==> config.mk <==
export PLATFORM = sky130hd
export DESIGN_NAME = sample_tick_sched
export DESIGN_NICKNAME = d
export VERILOG_FILES = /design/src/rtl/sample_tick_sched_pkg.sv /design/src/rtl/sample_tick_gen.sv /design/src/rtl/sample_tick_sched.sv
export SDC_FILE = /design/constraint.sdc
export NUM_CORES = 1
export LEC_CHECK = 0
export ABC_CLOCK_PERIOD_IN_PS = 1600
export CORE_MARGIN = 10
export CORE_UTILIZATION = 40
export DETAILED_ROUTE_END_ITERATION = 7
export PLACE_DENSITY = 0.65
export SETUP_SLACK_MARGIN = 0.3
export SLEW_MARGIN = 5
export SYNTH_ARGS = -nofsm -noshare
export SYNTH_HDL_FRONTEND = slang
export SYNTH_SLANG_ARGS = --single-unit
==> constraint.sdc <==
create_clock -name clk -period 1.6 [get_ports clk]
set_clock_uncertainty 0.1 [all_clocks]
set_input_delay 0.4 -clock clk [delete_from_list [all_inputs] [get_ports clk]]
set_output_delay 0.4 -clock clk [all_outputs]
set_load 0.02 [all_outputs]
==> src/rtl/sample_tick_sched_pkg.sv <==
// Purpose: shared constants and FSM encoding for the sample-tick scheduler.
// Latency: n/a (declarations only).
// Backpressure: n/a.
package sample_tick_sched_pkg;

    // Prescaler counter width; DIV_MAX must fit in this many bits.
    localparam int PRESCALE_W = 12;

    // Width of the saturating overrun event counter.
    localparam int OVR_CNT_W = 8;

    typedef enum logic [1:0] {
        ST_IDLE   = 2'd0,
        ST_SELECT = 2'd1,
        ST_WAIT   = 2'd2
    } sched_state_t;

endpackage

==> src/rtl/sample_tick_gen.sv <==
// Purpose: free-running prescaler producing a one-cycle sample-rate strobe.
// Latency: tick is registered, high the cycle after the count reaches DIV_MAX.
// Backpressure: none; enable low holds the count at 0 and suppresses tick.
//
// Ports:
//   clk, rst_n  - clock, asynchronous active-low reset
//   enable      - run enable; low clears and holds the prescaler
//   tick        - one-cycle strobe every DIV_MAX+1 enabled clocks
module sample_tick_gen
    import sample_tick_sched_pkg::*;
#(
    parameter int DIV_MAX = 2248
) (
    input  logic clk,
    input  logic rst_n,
    input  logic enable,
    output logic tick
);

    localparam logic [PRESCALE_W-1:0] TERM = PRESCALE_W'(DIV_MAX);

    logic [PRESCALE_W-1:0] cnt;

    always_ff @(posedge clk or negedge rst_n) begin
        if (!rst_n) begin
            cnt  <= '0;
            tick <= 1'b0;
        end else if (!enable) begin
            cnt  <= '0;
            tick <= 1'b0;
        end else begin
            tick <= (cnt == TERM);
            cnt  <= (cnt == TERM) ? '0 : cnt + PRESCALE_W'(1);
        end
    end

endmodule

==> src/rtl/sample_tick_sched.sv <==
// Purpose: round-robin scheduler servicing requests latched on each sample tick.
// Latency: first grant 2 clocks after tick when idle; next grant 2 clocks after done.
// Backpressure: grant is held until the granted requester pulses done.
//
// Ports:
//   clk, rst_n     - clock, asynchronous active-low reset
//   enable         - prescaler run enable
//   req[NREQ]      - level requests, sampled only while tick is high
//   done[NREQ]     - completion pulse; only the granted bit is honoured
//   clear_overrun  - synchronous clear of overrun status
//   tick           - sample-rate strobe
//   grant[NREQ]    - one-hot grant, zero when nothing is being serviced
//   busy           - work pending or a grant cycle in progress
//   overrun        - sticky: a tick arrived while busy
//   overrun_cnt    - saturating count of overrun events
// Optional feature: define SAMPLE_TICK_SCHED_OVERRUN_EN to build overrun
// detection; otherwise overrun/overrun_cnt are constant 0.
module sample_tick_sched
    import sample_tick_sched_pkg::*;
#(
    parameter int DIV_MAX = 2248,
    parameter int NREQ    = 4
) (
    input  logic                 clk,
    input  logic                 rst_n,
    input  logic                 enable,
    input  logic [NREQ-1:0]      req,
    input  logic [NREQ-1:0]      done,
    input  logic                 clear_overrun,
    output logic                 tick,
    output logic [NREQ-1:0]      grant,
    output logic                 busy,
    output logic                 overrun,
    output logic [OVR_CNT_W-1:0] overrun_cnt
);

    localparam int IDX_W = (NREQ > 1) ? $clog2(NREQ) : 1;
    localparam logic [IDX_W-1:0] LAST_RST = IDX_W'(NREQ - 1);
    localparam logic [NREQ-1:0]  ONE      = NREQ'(1);

    sched_state_t     state, state_nxt;
    logic [NREQ-1:0]  pending, pending_nxt;
    logic [NREQ-1:0]  grant_nxt;
    logic [NREQ-1:0]  clr_mask;
    logic [IDX_W-1:0] last_grant, last_grant_nxt;
    logic [IDX_W-1:0] cur_idx, cur_idx_nxt;
    logic [IDX_W-1:0] idx_hi, idx_lo, sel_idx;
    logic             found_hi, found_lo, sel_found;
    logic             done_hit;

    sample_tick_gen #(
        .DIV_MAX (DIV_MAX)
    ) u_tick_gen (
        .clk    (clk),
        .rst_n  (rst_n),
        .enable (enable),
        .tick   (tick)
    );

    // Completion counts only on the bit currently granted.
    assign done_hit = (state == ST_WAIT) && (|(done & grant));
    assign clr_mask = done_hit ? grant : '0;

    // Clear happens before the tick merge so a same-cycle re-request survives.
    assign pending_nxt = (pending & ~clr_mask) | (tick ? req : '0);

    assign busy = (|pending) || (state != ST_IDLE);

    // Round-robin pick: lowest pending index above last_grant, else wrap to
    // the lowest pending index at or below it. Descending loops let the
    // lowest matching index win.
    always_comb begin
        found_hi = 1'b0;
        found_lo = 1'b0;
        idx_hi   = '0;
        idx_lo   = '0;
        for (int j = NREQ - 1; j >= 0; j--) begin
            if (pending[j] && (IDX_W'(j) > last_grant)) begin
                found_hi = 1'b1;
                idx_hi   = IDX_W'(j);
            end
            if (pending[j] && (IDX_W'(j) <= last_grant)) begin
                found_lo = 1'b1;
                idx_lo   = IDX_W'(j);
            end
        end
        sel_found = found_hi | found_lo;
        sel_idx   = found_hi ? idx_hi : idx_lo;
    end

    always_comb begin
        state_nxt      = state;
        grant_nxt      = grant;
        last_grant_nxt = last_grant;
        cur_idx_nxt    = cur_idx;
        case (state)
            ST_IDLE: begin
                // Looking at the merged value saves a cycle after the tick.
                if (|pending_nxt) begin
                    state_nxt = ST_SELECT;
                end
            end
            ST_SELECT: begin
                if (sel_found) begin
                    grant_nxt   = ONE << sel_idx;
                    cur_idx_nxt = sel_idx;
                    state_nxt   = ST_WAIT;
                end else begin
                    state_nxt = ST_IDLE;
                end
            end
            ST_WAIT: begin
                if (done_hit) begin
                    grant_nxt      = '0;
                    last_grant_nxt = cur_idx;
                    state_nxt      = (|pending_nxt) ? ST_SELECT : ST_IDLE;
                end
            end
            default: begin
                state_nxt = ST_IDLE;
                grant_nxt = '0;
            end
        endcase
    end

    always_ff @(posedge clk or negedge rst_n) begin
        if (!rst_n) begin
            state      <= ST_IDLE;
            pending    <= '0;
            grant      <= '0;
            last_grant <= LAST_RST;
            cur_idx    <= '0;
        end else begin
            state      <= state_nxt;
            pending    <= pending_nxt;
            grant      <= grant_nxt;
            last_grant <= last_grant_nxt;
            cur_idx    <= cur_idx_nxt;
        end
    end

`ifdef SAMPLE_TICK_SCHED_OVERRUN_EN
    logic ovr_event;

    // A new tick while the previous batch is still in flight.
    assign ovr_event = tick & busy;

    always_ff @(posedge clk or negedge rst_n) begin
        if (!rst_n) begin
            overrun     <= 1'b0;
            overrun_cnt <= '0;
        end else if (clear_overrun) begin
            overrun     <= 1'b0;
            overrun_cnt <= '0;
        end else if (ovr_event) begin
            overrun <= 1'b1;
            if (overrun_cnt != '1) begin
                overrun_cnt <= overrun_cnt + OVR_CNT_W'(1);
            end
        end
    end
`else
    logic unused_clear_overrun;

    assign unused_clear_overrun = clear_overrun;
    assign overrun              = 1'b0;
    assign overrun_cnt          = '0;
`endif

endmodule
== Yosys cells after proc, flatten, opt, wreduce, memory -nomap -nowiden ==
Cells that the tools add are included.

* Add/subtract/negate cells: 1
* Multiply operators: 0
* Div/mod/pow operators: 0
* Magnitude comparators: 8
* Equality and inequality tests: 6
* Shift operators: 1
* Muxes and demuxes: 30
* Bitwise gates (word level): 6
* Reduce and logical (&&, ||, !) cells: 19

{| class="wikitable"
|+ Operator list
! kind !! count
|-
| 12-bit 2-to-1 mux || 2
|-
| 2-bit 2-to-1 mux || 12
|-
| 4-bit 2-to-1 mux || 4
|-
| 12-bit by 1-bit adder with 12-bit output, second input constant || 1
|-
| 12-bit == test, second input constant || 1
|-
| 4-bit case mux with 3 select lines || 1
|-
| 4-bit OR reduction || 3
|-
| 1-bit 2-to-1 mux || 10
|-
| 1-bit logical AND || 9
|-
| 4-bit AND || 2
|-
| 2-bit inequality test, second input constant || 3
|-
| 2-bit case mux with 3 select lines || 1
|-
| 2-bit AND reduction || 3
|-
| 1-bit by 2-bit greater-than comparator with 1-bit output, first input constant || 2
|-
| 2-bit greater-than comparator, first input constant || 2
|-
| 1-bit by 2-bit less-or-equal comparator with 1-bit output, first input constant || 2
|-
| 2-bit less-or-equal comparator, first input constant || 2
|-
| 4-bit NOT || 1
|-
| 4-bit OR || 1
|-
| 1-bit by 2-bit left shift with 4-bit output, first input constant || 1
|-
| 3-bit AND reduction || 1
|-
| 2-bit by 1-bit == test with 1-bit output, second input constant || 1
|-
| 2-bit == test, second input constant || 1
|-
| 2-bit zero test || 1
|-
| other kinds (4) || 4
|}

* Bits in registers: 27
* Bits in latches: 0
* RAM bits: 0
* ROM bits: 0
* Logic and storage cells: 78
* Memories kept: 0

== Logic depth before layout (Yosys ltp) ==
Gate-level depths: netlist of run 1.

* Depth in word-level cells: 11
* Gate-level depth with buffers: 7

== Hierarchy ==
From an unflattened synthesis of run 1, not the netlist that was laid out.

* Cells, all modules: 146
* Area total of the unflattened synthesis: 1457.6 µm²

{| class="wikitable"
|+ Modules (own cells, without submodules)
! module !! instances !! cells each !! area each (µm²) !! sequential area each (µm²)
|-
| sample_tick_sched || 1 || 82 || 800.8 || 352.8
|-
| sample_tick_gen || 1 || 64 || 656.9 || 325.3
|}

== Worst setup path before layout of run 1 ==
OpenSTA, ideal clock, no wires.

* Path type: register -> output
* Start point: register pending[1]
* End point: output busy
* Arrival: 1347 ps
* Required time: 1100 ps
* Setup slack: -247 ps
* Cell stages (with the launch flop): 3
* Path through: dfrtp_1 -> or4_1 -> or3_1

* Cells in the longest elaborated chain, start to end: 2

{| class="wikitable"
|+ RTL lines
! element !! line !! source
|-
| start: declaration || sample_tick_sched.sv:42 || <nowiki>logic [NREQ-1:0] pending, pending_nxt;</nowiki>
|-
| start signal: assignment || sample_tick_sched.sv:135 || <nowiki>pending <= pending_nxt;</nowiki>
|-
| 4-bit OR reduction || sample_tick_sched.sv:67 || <nowiki>assign busy = (|pending) || (state != ST_IDLE);</nowiki>
|-
| 1-bit logical OR || sample_tick_sched.sv:67 ||
|-
| end: declaration || sample_tick_sched.sv:32 || <nowiki>output logic busy,</nowiki>
|}

No other way between the ends.

== Worst setup path in the final report of run 1 ==
* Start point: register pending[0]
* End point: output busy

Same word-level chain as after synthesis.

==> results.cfg, run 1 <==
[outcome]
status = finished, violations left
violations = setup timing

[yosys]
synth_top_area_frac = 0.445
synth-simple-area-share = 0.209
synth_mux_area_frac = 0.0311
yosysMostFrequentCell = dfrtp_1
synth_area_leaders = dfrtp_1 (44%), xor2_1 (5.6%), buf_4 (4.8%)
synth_edf_count = 0
synth-compound-area-share = 0.109
synth_common_cells = dfrtp_1 (25), nor2_1 (14), nand2_1 (13), inv_1 (10)
synth_top_family_by_area = simple AND/OR/NAND/NOR gates
synthArstFlopShare = 1.00
ys_ff_latch = 27
synthCells = 141
yosys_warnings = 0
yosysSeqAreaShare = 0.482
synthXorXnorAreaFrac = 0.0623
synth_cell_types = 43
synthAdderAreaFrac = 0.0178
synth-main-ff-cell = dfrtp_1
yosysTopAreaCell = dfrtp_1
postSynthAreaPerCell_um2 = 9.97
netlist_area_um2 = 1410

[floorplan]
die_area_um2 = 6290
coreArea_um2 = 3360
start_util = 0.418
fp.dieH_um = 79.3
rows = 21
boundaryPins = 27
dieWidth_um = 79.3

[sta]
fmax_mhz = 450
hold_viol = 0
final.setup.tns_ps = -2260
setup_viol = 20
final.period_utilization = 1.39
setup_ws_ps = -624
rsz0062_at_grt = true
slew_viol_final = 0
fin_crit_ps = 2220
whs_ps = 323

[setup_path]
path_buf_inv = 1
crit_arrival_ps = 1720
cpMaxStageDelayCell = or4_4
crit_type = reg2out
critical-path-top-delay-family = simple AND/OR/NAND/NOR gates
cp_cell_sequence = or4_4, or3_4, buf_6
crit_fanout = 2
crit_required_ps = 1100
max_stage_delay_ps = 530
endpoint_kind = output pin
start_kind = flop

[grt]
first_global_vias = 1281
grt_usage = 0.122
globalRouteOverflowTotal = 0
antenna_found_initial = 0
grt_max_degree = 28
grt_pass1_wl_um = 6240

[cts]
clk_latency_ps = 320
clockRootBuffer = clkbuf_4
cts_tree = built
clock_sinks = 27
h-tree-depth = 1
cts_buffers = 3
path_clk_slew_ps = 140
max-clock-path-buffers = 2

[pwr]
p_per_area_nw_per_um2 = 1490
power_leakage_nw = 0.964
p_clk_frac = 0.088
p_comb_frac = 0.604
p_total_mw = 3.29
switching_share = 0.373
max-vdd-ir-drop_mv = 0.583
p_sw_mw = 1.23
internal_power_mw = 2.06
seq_power_share = 0.308

[placed_design]
place_congestion = 0.843
hpwl_um = 2700
place_ws_ps = -671
dp.cells = 222
numPortBuffers = 16

[layout]
nFillCells = 287
drive_gt1_frac = 0.460
nets = 215
multiInputGateArea_um2 = 868
seq_area_um2 = 681
antenna_cells = 0
final-instance-count-excl-fill = 246
area_growth_pct = 56.7

[route]
drt_wl_total_um = 3990
via_per_inst = 5.07
antenna_left = 0
drt_iter0_drc = 62
dr_total_vias = 1248
first_pass_iters = 4
wl_per_cell_um = 16.2
drc = 0

[worst_hold_path]
min_path_type = in2async

[flow_run]
drv_cap = 0
-- power groups by stage --
stage,clock [mW],sequential [mW],combinational [mW]
after global routing,0.324,1.04,2.14
after detailed placement,0,1.03,1.34
after floorplan,0,1.09,0.701
after CTS,0.297,1.01,1.70
final,0.289,1.01,1.99
after global placement,0,1.02,1.29
-- cell families (layout without fill, tap and decap cells) --
| kind of cell | after synthesis | count (layout) |
|---|---|---|
| xor gates and xnor gates | 10 | 10 |
| AOI/OAI and AO/OA | 19 | 19 |
| and+or+nand+nor | 57 | 58 |
| adders and majority gates | 2 | 2 |
| buffers and inverters | 21 | 71 |
| muxes | 4 | 4 |
| DFF | 27 | 27 |
| other | 1 | 9 |
-- layout make-up --
cell class,count,area share
clock buffers,4,0.0119
inverters,10,0.0170
multi-input cells,102,0.394
flip-flops and latches,27,0.309
well taps,46,0.0261
repair buffers,57,0.242
-- final timing paths --
| path | from | to | slack [ps] | cells past startpoint |
|---|---|---|---|---|
| max in group asynchronous | rst_n | last_grant[1] | 840 | 2 |
| setup reg to reg | pending[0] | cur_idx[0] | -200 | 5 |
| hold reg to reg | cur_idx[1] | cur_idx[1] | 400 | 2 |
| hold / removal | rst_n | pending[1] | 320 | 2 |
| setup / recovery | pending[0] | busy | -620 | 3 |
| min in group clk | cur_idx[1] | cur_idx[1] | 400 | 2 |
-- stage by stage --
stage,cell area (um2),util
after floorplan,1500,-
final,2200,0.655
after CTS,2050,0.609
after detailed placement,1830,0.544
after global placement,1830,0.544
after global routing,2200,0.655
-- worst reg2reg max path: cells and delay by family (launching register included) --
kind                   cells  cell delay [ps]
buffers and inverters      2              270
flip-flops                 1              400
multiplexers               1              330
AND/OR/NAND/NOR            2              600
-- routing by layer --
metal,global-route usage,share of wire
met1,0.136,0.41
met2,0.224,0.54
met3,0.0236,0.045
met4,0.0376,0.011
met5,0,0
-- what timing repair did --
action / in CTS / in global routing
pin swaps: 5 / 10
cloned: 1 / 0
gates resized for setup: 60 / 18
buffers inserted: 9 / 10
endpoints found under the hold margin: 0 / 0
setup endpoints to repair: 33 / 33
hold buffers: 0 / 0
-- cells in the final DEF (no fill, tap or decap), types with 2 or more instances in the layout --
master / instances
dfrtp_2: 2
clkbuf_4: 3
a22o_1: 2
nand3_2: 4
nand2b_1: 3
nand3_1: 4
clkdlybuf4s50_1: 8
nor2_2: 10
ha_1: 2
conb_1: 9
inv_1: 10
dfstp_2: 2
nand2b_4: 2
nor2_1: 3
nand4_1: 3
dlygate4sd2_1: 2
or4_4: 2
nor2b_1: 2
xor2_1: 9
mux2_2: 3
a2bb2oi_4: 4
nand2_1: 12
buf_12: 3
buf_6: 12
buf_4: 32
dfrtp_1: 23
a21oi_1: 2
-- flip-flops by register name (all words and copies together) (netlist names) --
signal / cells
u_tick_gen.cnt: 12
grant: 4
pending: 4
cur_idx: 2
last_grant: 2
state: 2
u_tick_gen.tick: 1
(Power assumes the default switching activity.)
==> run 2, diff against run 1 <==
CTS_CLUSTER_SIZE = 14   (was unset)
==> results of run 2 <==
The final DEF is identical to that of run 1; final timing and power are the same.
==> RTL change: new RTL, config.mk and constraints of run 2 <==
The 3 states of `sched_state_t` get a one-hot encoding in 3 bits.
--- a/src/rtl/sample_tick_sched_pkg.sv
+++ b/src/rtl/sample_tick_sched_pkg.sv
@@ -9,10 +9,10 @@
     // Width of the saturating overrun event counter.
     localparam int OVR_CNT_W = 8;
 
-    typedef enum logic [1:0] {
-        ST_IDLE   = 2'd0,
-        ST_SELECT = 2'd1,
-        ST_WAIT   = 2'd2
+    typedef enum logic [2:0] {
+        ST_IDLE   = 3'b001,
+        ST_SELECT = 3'b010,
+        ST_WAIT   = 3'b100
     } sched_state_t;
 
 endpackage
Function: no difference found for any inputs over 10 cycles, from zero or initial values and one cycle with rst_n low; not proved beyond that.
==> RTL change against run 2 <==
The run still ends with negative setup slack left. Synthesized area up 3.5%. Wire length is 6.3% higher. First-iteration DRC count is 16% higher. Sequential cell count rose by 1. Non-clock buffer count rose by 10. Design area grew 15%. Via count grew 5.4%. Die area is 2.6% higher. Sequential share of layout area is 2.6 points lower. Setup slack improved by 0.33 ns. Largest cell class unchanged. Highest routed layer unchanged.
Power is not compared: it rests on default switching activity, and its combinational part moved more than twofold at a synthesized area within 25%.
==> RTL change: results (changes against run 2) <==
* Status: complete, but fails checks (unchanged)
* Failing checks: negative setup slack (unchanged)
* Clock Path Buffers at 2 (unchanged)
* Synth cell types at 38 (was 43)
* Post-synthesis compound-gate area fraction at 13.33% (was 10.94%)
* Wirelength per Cell at 16.12 µm (was 16.22 µm)
* Worst R2R Path Depth at 6 (was 5)
* First-pass GRT wire length at 6216 µm (was 6237 µm)
* Tightest Hold Check Type: in -> async (unchanged)
* DR vias/cell at 5.000 (was 5.073)
* Slew headroom at 64.90%
* Post-synth top cells: dfrtp_1, nor2_1, nand2_1 (unchanged)
* Final setup margin at -0.2891 ns (was -0.6236 ns)
* Top Registers: u_tick_gen.cnt (12), grant (4), pending (4) (unchanged)
* Fin nets at 232 (was 215)
* Clock transition at path regs at 0.16 ns (was 0.14 ns)
* H-tree depth at 1 (unchanged)
* Final setup violation count at 9 (was 20)
* Diode count at 0 (unchanged)
* Largest net degree at the start of global routing at 29 (was 28)
* Clock latency on the worst-skew pair at 0.33 ns
* Reg2reg setup slack at -0.25 ns (was -0.20 ns)
* Sequential area share after synthesis at 48.41% (was 48.22%)
* Clock Root Buffer: clkbuf_4 (unchanged)
* Mux share of post-synthesis cell area at 1.548% (was 3.114%)
* Synth area leaders: dfrtp_1, dfstp_2, buf_4, nor2_1, nand2_1 (was dfrtp_1, xor2_1, buf_4, dfstp_2, nor2_1)
* Inserted Clock Buffers at 3 (unchanged)
* Post-Synth Adder-Cell Area at 1.720% (was 1.779%)
* I/O Buffers at 16 (unchanged)
* CP max FO at 2 (unchanged)
* Iteration-0 DRC Markers at 72 (was 62)
* Slew Limit Fails at 0 (unchanged)
* Worst r2r src: grant[2] (was pending[0])
* # fillers at 232 (was 287)
* Total GRT Usage at 12.18% (was 12.15%)
* XOR/XNOR Fraction of Synth Area at 6.019% (was 6.228%)
* R2R Path End: state[1] (was cur_idx[0])
* GP Congestion at 0.8537 (was 0.8428)
* Total grt overflow at 0 (unchanged)
* Final setup TNS at -1.482 ns (was -2.258 ns)
* Share of post-route cells with drive strength above 1 at 60.83% (was 46.00%)
* Hpwl dp at 2633 µm (was 2697 µm)
* Leakage at 0.001080 µW
* Initial antenna violation count at 0 (unchanged)
* Number of detailed-route iterations in the first pass at 4 (unchanged)
* Async SR Flop Fraction at 100.0% (unchanged)
* Peak supply drop at 527.5 µV
* Ys Warns at 0 (unchanged)
## RTL change: cell count changes after synthesis, sizes merged, moves of 3 or more
cell | before | now
a21oi | 2 | 10
a2bb2oi | 4 | 0
a41oi | 0 | 4
and3 | 1 | 5
inv | 10 | 5
nand2b | 4 | 7
nand3 | 8 | 4
nor2 | 14 | 17
xnor2 | 1 | 5
xor2 | 9 | 5
## RTL change: layer usage
metal	share of wire, %	routed length (µm)	up-vias	track usage [%]
met2	55	2342	21	22.47
li1	-	-	645	-
met3	4.0	169	4	2.784
met1	40	1702	645	13.29
met4	0.64	27	0	4.049
met5	0	0	-	0
## RTL change: how the worst max path moves through the flow
stage	depth (start not counted)	to	start
after floorplan	5	state[1]	grant[2]
after global placement	6	state[1]	done[0]
after detailed placement	6	state[1]	done[2]
after CTS	3	busy	pending[0]
after global routing	3	busy	pending[0]
final	3	busy	pending[0]
## RTL change: kinds of logic (layout without fill, tap and decap cells)
kind of cell | after synthesis | count (layout)
multiplexers | 2 | 2
buffers and inverters | 15 | 76
XOR/XNOR | 10 | 10
flip-flops | 28 | 28
adder cells (fa/ha/maj) | 2 | 2
AO/OA/AOI/OAI | 28 | 28
AND/OR/NAND/NOR | 61 | 62
other | 1 | 9
## RTL change: what timing repair did
| item | in CTS | in global routing |
|---|---|---|
| buffers inserted | 20 | 11 |
| endpoints found under the hold margin | 0 | 0 |
| cloned | 1 | 0 |
| endpoints found under the setup margin | 30 | 33 |
| pin swaps | 25 | 33 |
| resized for setup | 72 | 44 |
## RTL change: metrics by stage
step	hold slack (ns)	area, µm²	instances	worst slack [ns]
after floorplan	0.004409	1575	155	-0.07200
after global placement	0.3714	1877	227	-0.5430
after detailed placement	0.3736	1877	227	-0.5777
after CTS	0.3085	2233	252	-0.3002
after global routing	0.3100	2524	263	-0.3327
final	0.3121	2524	263	-0.2891
## RTL change: where the power goes
group	internal [µW]	switching, µW	total [µW]	leakage, µW
Sequential	800	86.4	886	0.000359
Clock	253	216	469	0.0000279
Combinational	522	417	939	0.000693
## RTL change: cell type report
cell class / instances / area (µm²) / share of cell area, %
tap: 46 / 57.56 / 2.281
sequential: 28 / 713.2 / 28.26
clock buffer: 3 / 22.52 / 0.8924
timing repair buffer: 67 / 608.1 / 24.10
clock inverter: 1 / 30.03 / 1.190
inverter: 5 / 18.77 / 0.7437
multi-input combinational: 113 / 1074 / 42.54
## RTL change: worst max-delay path, stage by stage, from the launching register on
cell and delay (ns):
dfrtp_1 0.45, nor4_4 0.33, nand3b_1 0.11, buf_2 0.17
